[config.mk]
export PLATFORM = sky130hd
export DESIGN_NAME = rf_wb_arbiter
export DESIGN_NICKNAME = d
export VERILOG_FILES = /design/src/rtl/rf_wb_arbiter_pkg.sv /design/src/rtl/rf_wb_arbiter_scoreboard.sv /design/src/rtl/rf_wb_arbiter.sv
export SDC_FILE = /design/constraint.sdc
export NUM_CORES = 1
export LEC_CHECK = 0
export ABC_AREA = 1
export CELL_PAD_IN_SITES_DETAIL_PLACEMENT = 0
export CELL_PAD_IN_SITES_GLOBAL_PLACEMENT = 2
export CORE_AREA = 4 4 145 112
export CTS_CLUSTER_SIZE = 20
export DETAILED_ROUTE_END_ITERATION = 10
export DIE_AREA = 0 0 149 116
export PLACE_DENSITY_LB_ADDON = 0.1
export SYNTH_ARGS = -nofsm -noshare
export SYNTH_HDL_FRONTEND = slang
export SYNTH_SLANG_ARGS = --single-unit
[constraint.sdc]
create_clock -name CLK -period 5.1 [get_ports CLK]
set_input_delay 1.275 -clock CLK [delete_from_list [all_inputs] [get_ports CLK]]
set_output_delay 1.275 -clock CLK [all_outputs]
set_load 0.01 [all_outputs]
[src/rtl/rf_wb_arbiter_pkg.sv]
// Shared definitions for the register-file write-back arbiter.
//   REG_ADDR_W / XLEN / NUM_REGS : register-file geometry
//   REQ_ALU / REQ_MEM            : bit positions of each requester in the grant vector
//   WAIT_W                       : width of the ALU anti-starvation counter
package rf_wb_arbiter_pkg;

  localparam int unsigned REG_ADDR_W = 5;
  localparam int unsigned XLEN       = 32;
  localparam int unsigned NUM_REGS   = 32;

  localparam int unsigned REQ_ALU = 0;
  localparam int unsigned REQ_MEM = 1;

  localparam int unsigned WAIT_W = 4;

  typedef logic [REG_ADDR_W-1:0] reg_addr_t;
  typedef logic [XLEN-1:0]       xlen_t;

endpackage

[src/rtl/rf_wb_arbiter_scoreboard.sv]
// rf_scoreboard: busy bit per architectural register plus the read-side stall lookup.
//   clk_i, rst_ni        : clock, synchronous active-low reset
//   set_v_i / set_rd_i   : mark a destination busy when an instruction issues
//   clr_v_i / clr_rd_i   : clear the register whose write-back was granted
//   ra_i / rb_i          : source registers being read
//   stall_o              : either source has a pending write
module rf_scoreboard
  import rf_wb_arbiter_pkg::*;
(
  input  logic      clk_i,
  input  logic      rst_ni,
  input  logic      set_v_i,
  input  reg_addr_t set_rd_i,
  input  logic      clr_v_i,
  input  reg_addr_t clr_rd_i,
  input  reg_addr_t ra_i,
  input  reg_addr_t rb_i,
  output logic      stall_o
);

  logic [NUM_REGS-1:0] busy_q, busy_d;

  always_comb begin
    busy_d = busy_q;
    if (clr_v_i) busy_d[clr_rd_i] = 1'b0;
    // Applied after the clear so a same-edge re-issue keeps the register busy.
    if (set_v_i) busy_d[set_rd_i] = 1'b1;
    busy_d[0] = 1'b0;
  end

  always_ff @(posedge clk_i) begin
    if (!rst_ni) busy_q <= '0;
    else         busy_q <= busy_d;
  end

  assign stall_o = rst_ni & (busy_q[ra_i] | busy_q[rb_i]);

endmodule

[src/rtl/rf_wb_arbiter.sv]
// rf_wb_arbiter: shares the single register-file write port between the ALU and the
// load/memory unit. Memory has fixed priority; the ALU is forced through after it has
// been denied MAX_WAIT consecutive cycles. Write port outputs are registered.
//   CLK, RES                   : clock, synchronous active-low reset
//   ALU_V/ALU_RD/ALU_D/ALU_RDY : ALU write-back request and combinational accept
//   MEM_V/MEM_RD/MEM_D/MEM_RDY : memory write-back request and combinational accept
//   WE_RF/RW_RF/DW_RF          : registered register-file write port
//   CONF_CNT                   : saturating count of cycles with both requests valid
//   ISSUE_V/ISSUE_RD/RA_Q/RB_Q : scoreboard issue and source lookups
//   STALL                      : a source register has a pending write
// Build option: define RF_SCOREBOARD_EN to include the busy-register scoreboard;
// otherwise STALL is tied low and the scoreboard inputs are ignored.
module rf_wb_arbiter
  import rf_wb_arbiter_pkg::*;
#(
  parameter int unsigned MAX_WAIT = 3,
  parameter int unsigned CNT_W    = 16
) (
  input  logic             CLK,
  input  logic             RES,
  input  logic             ALU_V,
  input  logic [4:0]       ALU_RD,
  input  logic [31:0]      ALU_D,
  output logic             ALU_RDY,
  input  logic             MEM_V,
  input  logic [4:0]       MEM_RD,
  input  logic [31:0]      MEM_D,
  output logic             MEM_RDY,
  output logic             WE_RF,
  output logic [4:0]       RW_RF,
  output logic [31:0]      DW_RF,
  output logic [CNT_W-1:0] CONF_CNT,
  input  logic             ISSUE_V,
  input  logic [4:0]       ISSUE_RD,
  input  logic [4:0]       RA_Q,
  input  logic [4:0]       RB_Q,
  output logic             STALL
);

  localparam logic [WAIT_W-1:0] MaxWait = WAIT_W'(MAX_WAIT);

  logic [1:0]        gnt;
  reg_addr_t         win_rd;
  xlen_t             win_d;
  logic [WAIT_W-1:0] wait_q, wait_d;
  logic              we_q, we_d;
  reg_addr_t         rw_q, rw_d;
  xlen_t             dw_q, dw_d;
  logic [CNT_W-1:0]  conf_q, conf_d;

  // One-hot grant, suppressed entirely while in reset.
  always_comb begin
    gnt = '0;
    if (RES) begin
      if (ALU_V && MEM_V) begin
        if (wait_q == MaxWait) gnt[REQ_ALU] = 1'b1;
        else                   gnt[REQ_MEM] = 1'b1;
      end else begin
        gnt[REQ_ALU] = ALU_V;
        gnt[REQ_MEM] = MEM_V;
      end
    end
  end

  assign ALU_RDY = gnt[REQ_ALU];
  assign MEM_RDY = gnt[REQ_MEM];
  assign win_rd  = gnt[REQ_ALU] ? ALU_RD : MEM_RD;
  assign win_d   = gnt[REQ_ALU] ? ALU_D  : MEM_D;

  always_comb begin
    wait_d = wait_q;
    if (!ALU_V || gnt[REQ_ALU]) wait_d = '0;
    else if (wait_q != MaxWait) wait_d = wait_q + 1'b1;

    // x0 writes complete the handshake but never reach the register file.
    we_d = (|gnt) && (win_rd != '0);
    rw_d = we_d ? win_rd : rw_q;
    dw_d = we_d ? win_d  : dw_q;

    conf_d = conf_q;
    if (ALU_V && MEM_V && !(&conf_q)) conf_d = conf_q + 1'b1;
  end

  always_ff @(posedge CLK) begin
    if (!RES) begin
      wait_q <= '0;
      we_q   <= 1'b0;
      rw_q   <= '0;
      dw_q   <= '0;
      conf_q <= '0;
    end else begin
      wait_q <= wait_d;
      we_q   <= we_d;
      rw_q   <= rw_d;
      dw_q   <= dw_d;
      conf_q <= conf_d;
    end
  end

  assign WE_RF    = we_q;
  assign RW_RF    = rw_q;
  assign DW_RF    = dw_q;
  assign CONF_CNT = conf_q;

`ifdef RF_SCOREBOARD_EN
  rf_scoreboard u_scoreboard (
    .clk_i    (CLK),
    .rst_ni   (RES),
    .set_v_i  (ISSUE_V && (ISSUE_RD != '0)),
    .set_rd_i (ISSUE_RD),
    .clr_v_i  (|gnt),
    .clr_rd_i (win_rd),
    .ra_i     (RA_Q),
    .rb_i     (RB_Q),
    .stall_o  (STALL)
  );
`else
  logic unused_sb;
  assign unused_sb = ^{ISSUE_V, ISSUE_RD, RA_Q, RB_Q};
  assign STALL     = 1'b0;
`endif

endmodule
# Yosys cells after proc, flatten, opt, wreduce, memory -nomap -nowiden
# Index checks and enable logic that the tools add are counted.
# totals
word_cells	26
regBits	58
input_bits	94
output_inout_bits	57
# classes
add_sub_neg	2
bitwise	1
reduce_logical	10
eq_ne	2
muxes	6
# op_table
operator	count
32-bit two-way mux	1
16-bit by 1-bit adder with 16-bit output, second input constant	1
16-bit AND reduction	1
5-bit two-way mux	1
5-bit nonzero test	1
4-bit by 1-bit adder with 4-bit output, second input constant	1
4-bit by 2-bit == test with 1-bit output, second input constant	1
2-bit two-way mux	2
4-bit by 2-bit != test with 1-bit output, second input constant	1
2-bit OR reduction	2
1-bit logical AND	3
1-bit zero test	2
1-bit two-way mux	2
1-bit logical OR	1
1-bit inverter	1

# Logic depth before layout (Yosys ltp)
# Gate-level depths: netlist (run 1).
# logic_depth
depth_word	7
mapped_depth	14
mapped_depth_nobuf	12

# Worst setup path after synthesis (run 1)
# Ideal clock, no wire load.
# synth_timing
kind	input port to output port
start	in RES
end	out ALU_RDY
slack_ps	1821
cell_stages	6
required_ps	3825
n_path_buf	2
t_arrival_ps	2004
cell_sequence	buf_4 > nand2_1 > inv_2 > nand2_4 > inv_2 > clkbuf_1
# synth_between
elab_chain_len	1
# synth_rtl
item	line	text
start: declaration	rf_wb_arbiter.sv:20	input logic RES,
2-bit two-way mux	rf_wb_arbiter.sv:54	if (RES) begin
end: declaration	rf_wb_arbiter.sv:24	output logic ALU_RDY,
# No other way between the ends.

# Final worst setup path (run 1)
# layout_timing
start	in ALU_V
end	out ALU_RDY
# layout_between
elab_chain_len	3
# layout_rtl
item	line	text
start: declaration	rf_wb_arbiter.sv:21	input logic ALU_V,
1-bit logical AND	rf_wb_arbiter.sv:55	if (ALU_V && MEM_V) begin
2-bit two-way mux (*)	rf_wb_arbiter.sv:55	
2-bit two-way mux (*)	rf_wb_arbiter.sv:54	
# Every way passes the cells marked *; elsewhere a longest branch is shown, timed or not.

==> reports/metrics.yaml, run 1 <==
run_status:
  run_status: "completed"
worst_setup_path:
  critical_path.max_fanout: 5
  crit-reg2reg-capture: "DW_RF[24]$_SDFFE_PN0P_"
  register_to_register_setup_slack_ns: 2.61
  reg2reg_depth: 13
  critical_path.startpoint_type: "primary input"
  critical_path_arrival_ns: 2.67
  crit-reg2reg-launch: "wait_q[0]$_SDFFE_PP0P_"
  timing.setup.critical_path_class: "in -> out"
  end_kind: "primary output"
  worstPathRequired_ns: 3.83
sta:
  period_needed_ns: 3.941
  timing.final.crit_share: 0.7727
  slew_violations: 0
  final.setup.tns_ns: 0
  rsz0062_at_grt: "false"
  worst-slew-pin-transition_ns: 0.7433
  report.final.hold_viol_count: 0
  report.final.setup_viol: 0
  layout_setup_ws_ns: 1.159
  final.setup_skew_ns: 0.004036
  worst_slew_margin_rel: 0.5027
  fmax_mhz: 253.8
floorplanning:
  die_area_um2: 17280
  floorplan.io_pins: 151
  starting_density: 0.2161
  die_w_um: 149
  core-area_um2: 14930
  rows: 39
  floorplan.die.height_um: 116
detailed_routing:
  finalWirelength_mm: 10.74
  antenna_left: 0
  drt-pass1-iter-count: 5
  drt_first_iter_violations: 121
  wire_per_inst_um: 12.74
  total_vias_in_the_final_route: 3407
  route.detailed.drc: 0
  viasPerCell: 4.042
synth:
  yosysTopAreaCellShare: 0.3598
  synthesis.instances: 510
  ys_warn_count: 0
  cell_variety_after_synth: 31
  ys_top_cells_by_area: "sky130_fd_sc_hd__dfxtp_1 (36%), sky130_fd_sc_hd__nand2_1 (20%), sky130_fd_sc_hd__nand3_1 (7.1%)"
  syn_area_per_cell_um2: 6.327
  yosysSeqAreaShare: 0.3598
  synth.net_count: 606
  netlist_area_um2: 3227
  postSynthRegisterBits: 58
  library_cell_with_the_largest_summed_area_after_synthesis: "sky130_fd_sc_hd__dfxtp_1"
clock_network:
  cts-htree-levels: 3
  cts_max_path_buffers: 2
  insertion_delay_ns: 0.33
  clk_pin_slew_worst_paths_ns: 0.05
  post_cts_hold_buffer_count: 0
  clock_sinks: 58
  tritoncts: "yes"
  clk_root_buffer_cell: "sky130_fd_sc_hd__clkbuf_16"
  cts_repair_resize_count: 0
  post-cts-setup-buffers: 0
  tritoncts.num_buffers: 9
finish:
  n_antenna_cell: 0
  syn2layout_area_growth_pct: 54.21
  num-nets-final: 729
  number_of_inserted_filler_cells_in_the_final_layout: 1670
  drive_gt1_frac: 0.1003
worst_hold_path:
  timing.hold.worst.start: "RW_RF[0]$_SDFFE_PN0P_"
  hp-class: "reg -> reg"
  worstHoldPathCells: 2
  holdPathEnd: "RW_RF[0]$_SDFFE_PN0P_"
placed_design:
  dp_hpwl_mm: 7.666
  place_ws_ns: 1.148
  gpl.final_weighted_congestion: 0.7545
  io_buffers: 133
grt:
  globalRouteOverflowTotal: 0
  largest_net_degree_at_the_start_of_global_routing: 39
  grtUsageTotal: 0.1266
  first_global_vias: 3311
  grt_pass1_wl_mm: 17.06
  grt_antenna_before_repair: 0
job:
  cap_viol_max_count: 0
power:
  vdd.ir_drop.worst_uv: 150.3
  power.leakage_uw: 0.002240
  power_dens_cells_nw_per_um2: 277.9
final cells by class:
class                   count  area, um^2  area share
multi-input cells         366        1678      0.3372
flip-flops and latches     58        1161      0.2333
inverters                  62       235.2     0.04727
clock buffers              11       242.7     0.04878
clock inverters             5       53.80     0.01081
well taps                 205       256.5     0.05155
repair buffers            136        1349      0.2711
cells in the mapped netlist:
cell / count
sky130_fd_sc_hd__nor2_1: 56
sky130_fd_sc_hd__buf_2: 2
sky130_fd_sc_hd__nor3_1: 11
sky130_fd_sc_hd__ha_1: 2
sky130_fd_sc_hd__nor2_2: 30
sky130_fd_sc_hd__buf_6: 7
sky130_fd_sc_hd__inv_4: 1
sky130_fd_sc_hd__o21ai_2: 1
sky130_fd_sc_hd__nand2_2: 2
sky130_fd_sc_hd__clkinv_1: 1
sky130_fd_sc_hd__nand2_1: 175
sky130_fd_sc_hd__nand4_1: 3
sky130_fd_sc_hd__xnor2_1: 2
sky130_fd_sc_hd__nand3_1: 46
sky130_fd_sc_hd__and3_1: 1
sky130_fd_sc_hd__nand3_2: 1
sky130_fd_sc_hd__buf_1: 2
sky130_fd_sc_hd__a21oi_1: 14
sky130_fd_sc_hd__xor2_1: 5
sky130_fd_sc_hd__dfxtp_1: 58
sky130_fd_sc_hd__nand3b_1: 2
sky130_fd_sc_hd__conb_1: 1
sky130_fd_sc_hd__or2_2: 1
sky130_fd_sc_hd__inv_1: 55
sky130_fd_sc_hd__clkbuf_1: 11
sky130_fd_sc_hd__nand2_4: 3
sky130_fd_sc_hd__o21ai_0: 8
sky130_fd_sc_hd__buf_4: 2
sky130_fd_sc_hd__inv_2: 5
sky130_fd_sc_hd__o21bai_4: 1
sky130_fd_sc_hd__nor3b_1: 1
kinds of logic (layout without fill, tap and decap cells):
logic type,after synthesis,after routing,synth area share
other,1,1,0.001162
DFF,58,58,0.3598
AOI/OAI and AO/OA,24,24,0.04265
xor gates and xnor gates,7,7,0.01900
buffers and inverters,86,214,0.1202
adders and majority gates,2,2,0.007754
and+or+nand+nor,332,332,0.4494
report_power, final:
part / total (uW) / internal [uW] / switching [uW]
combinational: 278 / 148 / 130
clock: 603 / 389 / 214
sequential: 501 / 483 / 18.4
total: 1380 / 1020 / 363
worst max-delay path, stage by stage:
cell and delay (ns):
sky130_fd_sc_hd__clkdlybuf4s50_1 0.45, sky130_fd_sc_hd__nand2_1 0.12, sky130_fd_sc_hd__inv_2 0.07, sky130_fd_sc_hd__nand2_4 0.10
sky130_fd_sc_hd__nand2_4 0.05, sky130_fd_sc_hd__inv_2 0.05, sky130_fd_sc_hd__clkdlybuf4s50_1 0.54
metal layers:
layer	wire length [um]	vias to the layer above	track usage
li1	-	1798	-
met1	5157	1507	0.1622
met2	4670	92	0.1983
met3	792	10	0.04926
met4	121	0	0.03841
met5	0	-	0
placed cells by master, fill, tap and decap left out, types with 2 or more instances in the layout:
cell type / instances
sky130_fd_sc_hd__nand3b_1: 2
sky130_fd_sc_hd__nand4_1: 3
sky130_fd_sc_hd__inv_2: 5
sky130_fd_sc_hd__clkinv_2: 3
sky130_fd_sc_hd__ha_1: 2
sky130_fd_sc_hd__dfxtp_1: 58
sky130_fd_sc_hd__inv_1: 55
sky130_fd_sc_hd__o21ai_0: 8
sky130_fd_sc_hd__nor3_1: 11
sky130_fd_sc_hd__nand3_1: 46
sky130_fd_sc_hd__a21oi_1: 14
sky130_fd_sc_hd__xnor2_1: 2
sky130_fd_sc_hd__nor2_1: 56
sky130_fd_sc_hd__nor2_2: 30
sky130_fd_sc_hd__xor2_1: 5
sky130_fd_sc_hd__clkbuf_16: 9
sky130_fd_sc_hd__clkdlybuf4s50_1: 132
sky130_fd_sc_hd__nand2_1: 175
sky130_fd_sc_hd__buf_4: 3
sky130_fd_sc_hd__nand2_4: 3
sky130_fd_sc_hd__nand2_2: 2
registers in the layout, indices dropped and copies added (netlist names):
name	flops
DW_RF	32
wait_q	4
WE_RF	1
CONF_CNT	16
RW_RF	5
worst max-delay path by stage:
stage | start | to
floorplan | RES | ALU_RDY
global placement | ALU_V | ALU_RDY
detailed placement | ALU_V | ALU_RDY
CTS | ALU_V | ALU_RDY
global route | ALU_V | ALU_RDY
finish | ALU_V | ALU_RDY
metrics by stage:
stage / power [uW] / util / hold slack (ns) / std cells / area (um^2)
2_1_floorplan: 650.7 / - / 0.4176 / 510 / 3227
3_3_place_gp: 794.2 / 0.3134 / 0.4318 / 827 / 4679
3_5_place_dp: 794.9 / 0.3134 / 0.4544 / 827 / 4679
4_1_cts: 1419 / 0.3333 / 0.4654 / 843 / 4976
5_1_grt: 1468 / 0.3333 / 0.4849 / 843 / 4976
6_report: 1383 / 0.3333 / 0.4632 / 843 / 4976
Power figures use the tool's default switching activity.
==> inputs of run 2 (changes only) <==
--- a/config.mk
+++ b/config.mk
@@ -8,10 +8,10 @@
 export ABC_AREA = 1
 export CELL_PAD_IN_SITES_DETAIL_PLACEMENT = 0
 export CELL_PAD_IN_SITES_GLOBAL_PLACEMENT = 2
-export CORE_AREA = 4 4 145 112
+export CORE_AREA = 4 4 160 123
 export CTS_CLUSTER_SIZE = 20
 export DETAILED_ROUTE_END_ITERATION = 10
-export DIE_AREA = 0 0 149 116
+export DIE_AREA = 0 0 164 127
 export PLACE_DENSITY_LB_ADDON = 0.1
 export SYNTH_ARGS = -nofsm -noshare
 export SYNTH_HDL_FRONTEND = slang
==> constraint.sdc (replaced) <==
create_clock -name CLK -period 3.3 [get_ports CLK]
set_input_delay 0.825 -clock CLK [delete_from_list [all_inputs] [get_ports CLK]]
set_output_delay 0.825 -clock CLK [all_outputs]
set_load 0.01 [all_outputs]
==> run 2 against run 1 <==
Compared with the run above: sequential power up 54%; cell count up 5.6%; die area up 21%; core utilization down 5.2 points; clock skew up 0.0030 ns; combinational power up 59%; wire length up 5.6%; register-to-register slack worse by 1.6 ns; sequential share of layout area down 0.67 points; largest cell class unchanged.
==> reports/metrics.yaml, run 2 (synthesis results as in run 1) <==
run_status:
  run_status: "completed"
clock_network:
  cts_max_path_buffers: 2  # unchanged
  clk_pin_slew_worst_paths_ns: 0.06  # about the same
  post-cts-setup-buffers: 0  # unchanged
  cts-htree-levels: 3  # unchanged
  tritoncts.num_buffers: 9  # unchanged
  clock_sinks: 58  # unchanged
  post_cts_hold_buffer_count: 0  # unchanged
  cts_repair_resize_count: 0  # unchanged
  insertion_delay_ns: 0.33  # about the same
  tritoncts: "yes"
  clk_root_buffer_cell: "sky130_fd_sc_hd__clkbuf_16"
detailed_routing:
  wire_per_inst_um: 12.74  # about the same
  viasPerCell: 3.843  # -4.9%
  antenna_left: 0  # unchanged
  drt_first_iter_violations: 154  # +27%
  finalWirelength_mm: 11.34  # +5.6%
  route.detailed.drc: 0  # unchanged
  drt-pass1-iter-count: 4  # -1
  total_vias_in_the_final_route: 3420  # +0.38%
floorplanning:
  starting_density: 0.1774  # -0.03866
  floorplan.die.height_um: 127  # +9.5%
  die_area_um2: 20830  # +21%
  die_w_um: 164  # +10%
  floorplan.io_pins: 151  # unchanged
  rows: 43  # +10%
  core-area_um2: 18180  # +22%
placed_design:
  dp_hpwl_mm: 8.161  # +6.5%
  gpl.final_weighted_congestion: 0.7060  # -6.4%
  io_buffers: 133  # unchanged
  dp_cells: 874  # +5.7%
grt:
  first_global_vias: 3514  # +6.1%
  grtUsageTotal: 0.1098  # -0.01681
  grt_antenna_before_repair: 1  # +1
  largest_net_degree_at_the_start_of_global_routing: 37  # -5.1%
  grt_pass1_wl_mm: 17.91  # +5.0%
  globalRouteOverflowTotal: 0  # unchanged
finish:
  drive_gt1_frac: 0.1089  # +0.008551
  non_filler_cells_in_the_finished_layout: 890  # +5.6%
  num-nets-final: 734  # +0.69%
  layout.cells.most_common: "sky130_fd_sc_hd__nand2_1"
  layout.cells.most_common_list: "sky130_fd_sc_hd__nand2_1 (175), sky130_fd_sc_hd__clkdlybuf4s50_1 (132), sky130_fd_sc_hd__dfxtp_1 (58)"
  syn2layout_area_growth_pct: 58.74
  largest_register_ff_count: 32  # unchanged
  n_antenna_cell: 0  # unchanged
  post-route-util: 0.2817  # -0.05157
worst_setup_path:
  critical_path_s_slowest_cell: "sky130_fd_sc_hd__clkdlybuf4s50_1"
  critical_path.startpoint_type: "primary input"
  crit_path_max_incr_delay_ns: 0.56  # +0.02 ns
  worstPathRequired_ns: 2.47  # -1.36 ns
  critical_path_buf_inv_count: 4  # unchanged
  timing.setup.critical_path_class: "in -> out"
  end_kind: "primary output"
  critical_path_arrival_ns: 2.25  # -0.42 ns
  path_delay_family: "buffers and inverters"
  critical_path.max_fanout: 5  # unchanged
  register_to_register_setup_slack_ns: 1.02  # -1.59 ns
  path_cells: "clkdlybuf4s50_1, nand2_1, inv_2, nand2_4, nand2_4, inv_2, clkdlybuf4s50_1"
power:
  power_dens_cells_nw_per_um2: 442.0  # +59%
  vdd.ir_drop.worst_uv: 201.3  # +34%
  power.leakage_uw: 0.002279  # +1.7%
  total_power_uw: 2264  # +64%
sta:
  timing.final.crit_share: 0.9329
  report.final.setup_viol: 0  # unchanged
  final.setup.tns_ns: 0  # unchanged
  final.hold.worst_slack_ns: 0.4613  # -0.001851 ns
  worst_slew_margin_rel: 0.6171  # +0.1144
  worst-slew-pin-transition_ns: 0.5744  # -0.1690 ns
  slew_violations: 0  # unchanged
  period_needed_ns: 3.079
  report.final.hold_viol_count: 0  # unchanged
  final.setup_skew_ns: 0.007040  # +0.003004 ns
  rsz0062_at_grt: "false"
  fmax_mhz: 324.8
worst_hold_path:
  hp-class: "reg -> reg"
job:
  cap_viol_max_count: 0  # unchanged
==> run 2: layout make-up <==
cell class | instances | area, um^2
fillers | 2086 | 13060
multi-input cells | 366 | 1678
repair buffers | 141 | 1411
flip-flops and latches | 58 | 1161
well taps | 247 | 309.0
clock buffers | 10 | 239.0
inverters | 62 | 235.2
clock inverters | 6 | 88.84
==> run 2: final timing paths <==
check / cells past startpoint / start / endpoint
setup / recovery: 7 / ALU_V / ALU_RDY
hold / removal: 2 / RW_RF[0]$_SDFFE_PN0P_ / RW_RF[0]$_SDFFE_PN0P_
setup reg to reg: 9 / CONF_CNT[0]$_SDFFE_PN0P_ / CONF_CNT[10]$_SDFFE_PN0P_
hold reg to reg: 2 / RW_RF[0]$_SDFFE_PN0P_ / RW_RF[0]$_SDFFE_PN0P_
==> run 2: per-stage QoR <==
step | setup slack [ns] | instance area, um^2
2_1_floorplan | 0.9212 | 3227
3_3_place_gp | 0.2079 | 4795
3_5_place_dp | 0.1947 | 4795
4_1_cts | 0.1941 | 5122
5_1_grt | 0.1235 | 5122
6_report | 0.2215 | 5122
==> run 2: routing by layer <==
metal | vias up | wire [um] | global-route usage
li1 | 1812 | - | -
met5 | - | 7 | 0
met3 | 11 | 676 | 0.03741
met2 | 84 | 4913 | 0.1756
met1 | 1511 | 5657 | 0.1442
met4 | 2 | 87 | 0.02367
==> run 2: worst register-to-register path, delay by kind of cell (launching register included) <==
kind | cells | cell delay (ns)
adders and majority gates | 1 | 0.21
buffers and inverters | 1 | 0.36
and+or+nand+nor | 7 | 1.16
DFF | 1 | 0.40
==> run 2: where the power goes <==
part | internal (uW) | switching (uW) | leakage (uW)
clock network | 683 | 366 | 0.000155
logic | 236 | 205 | 0.00165
registers | 746 | 28.6 | 0.000476
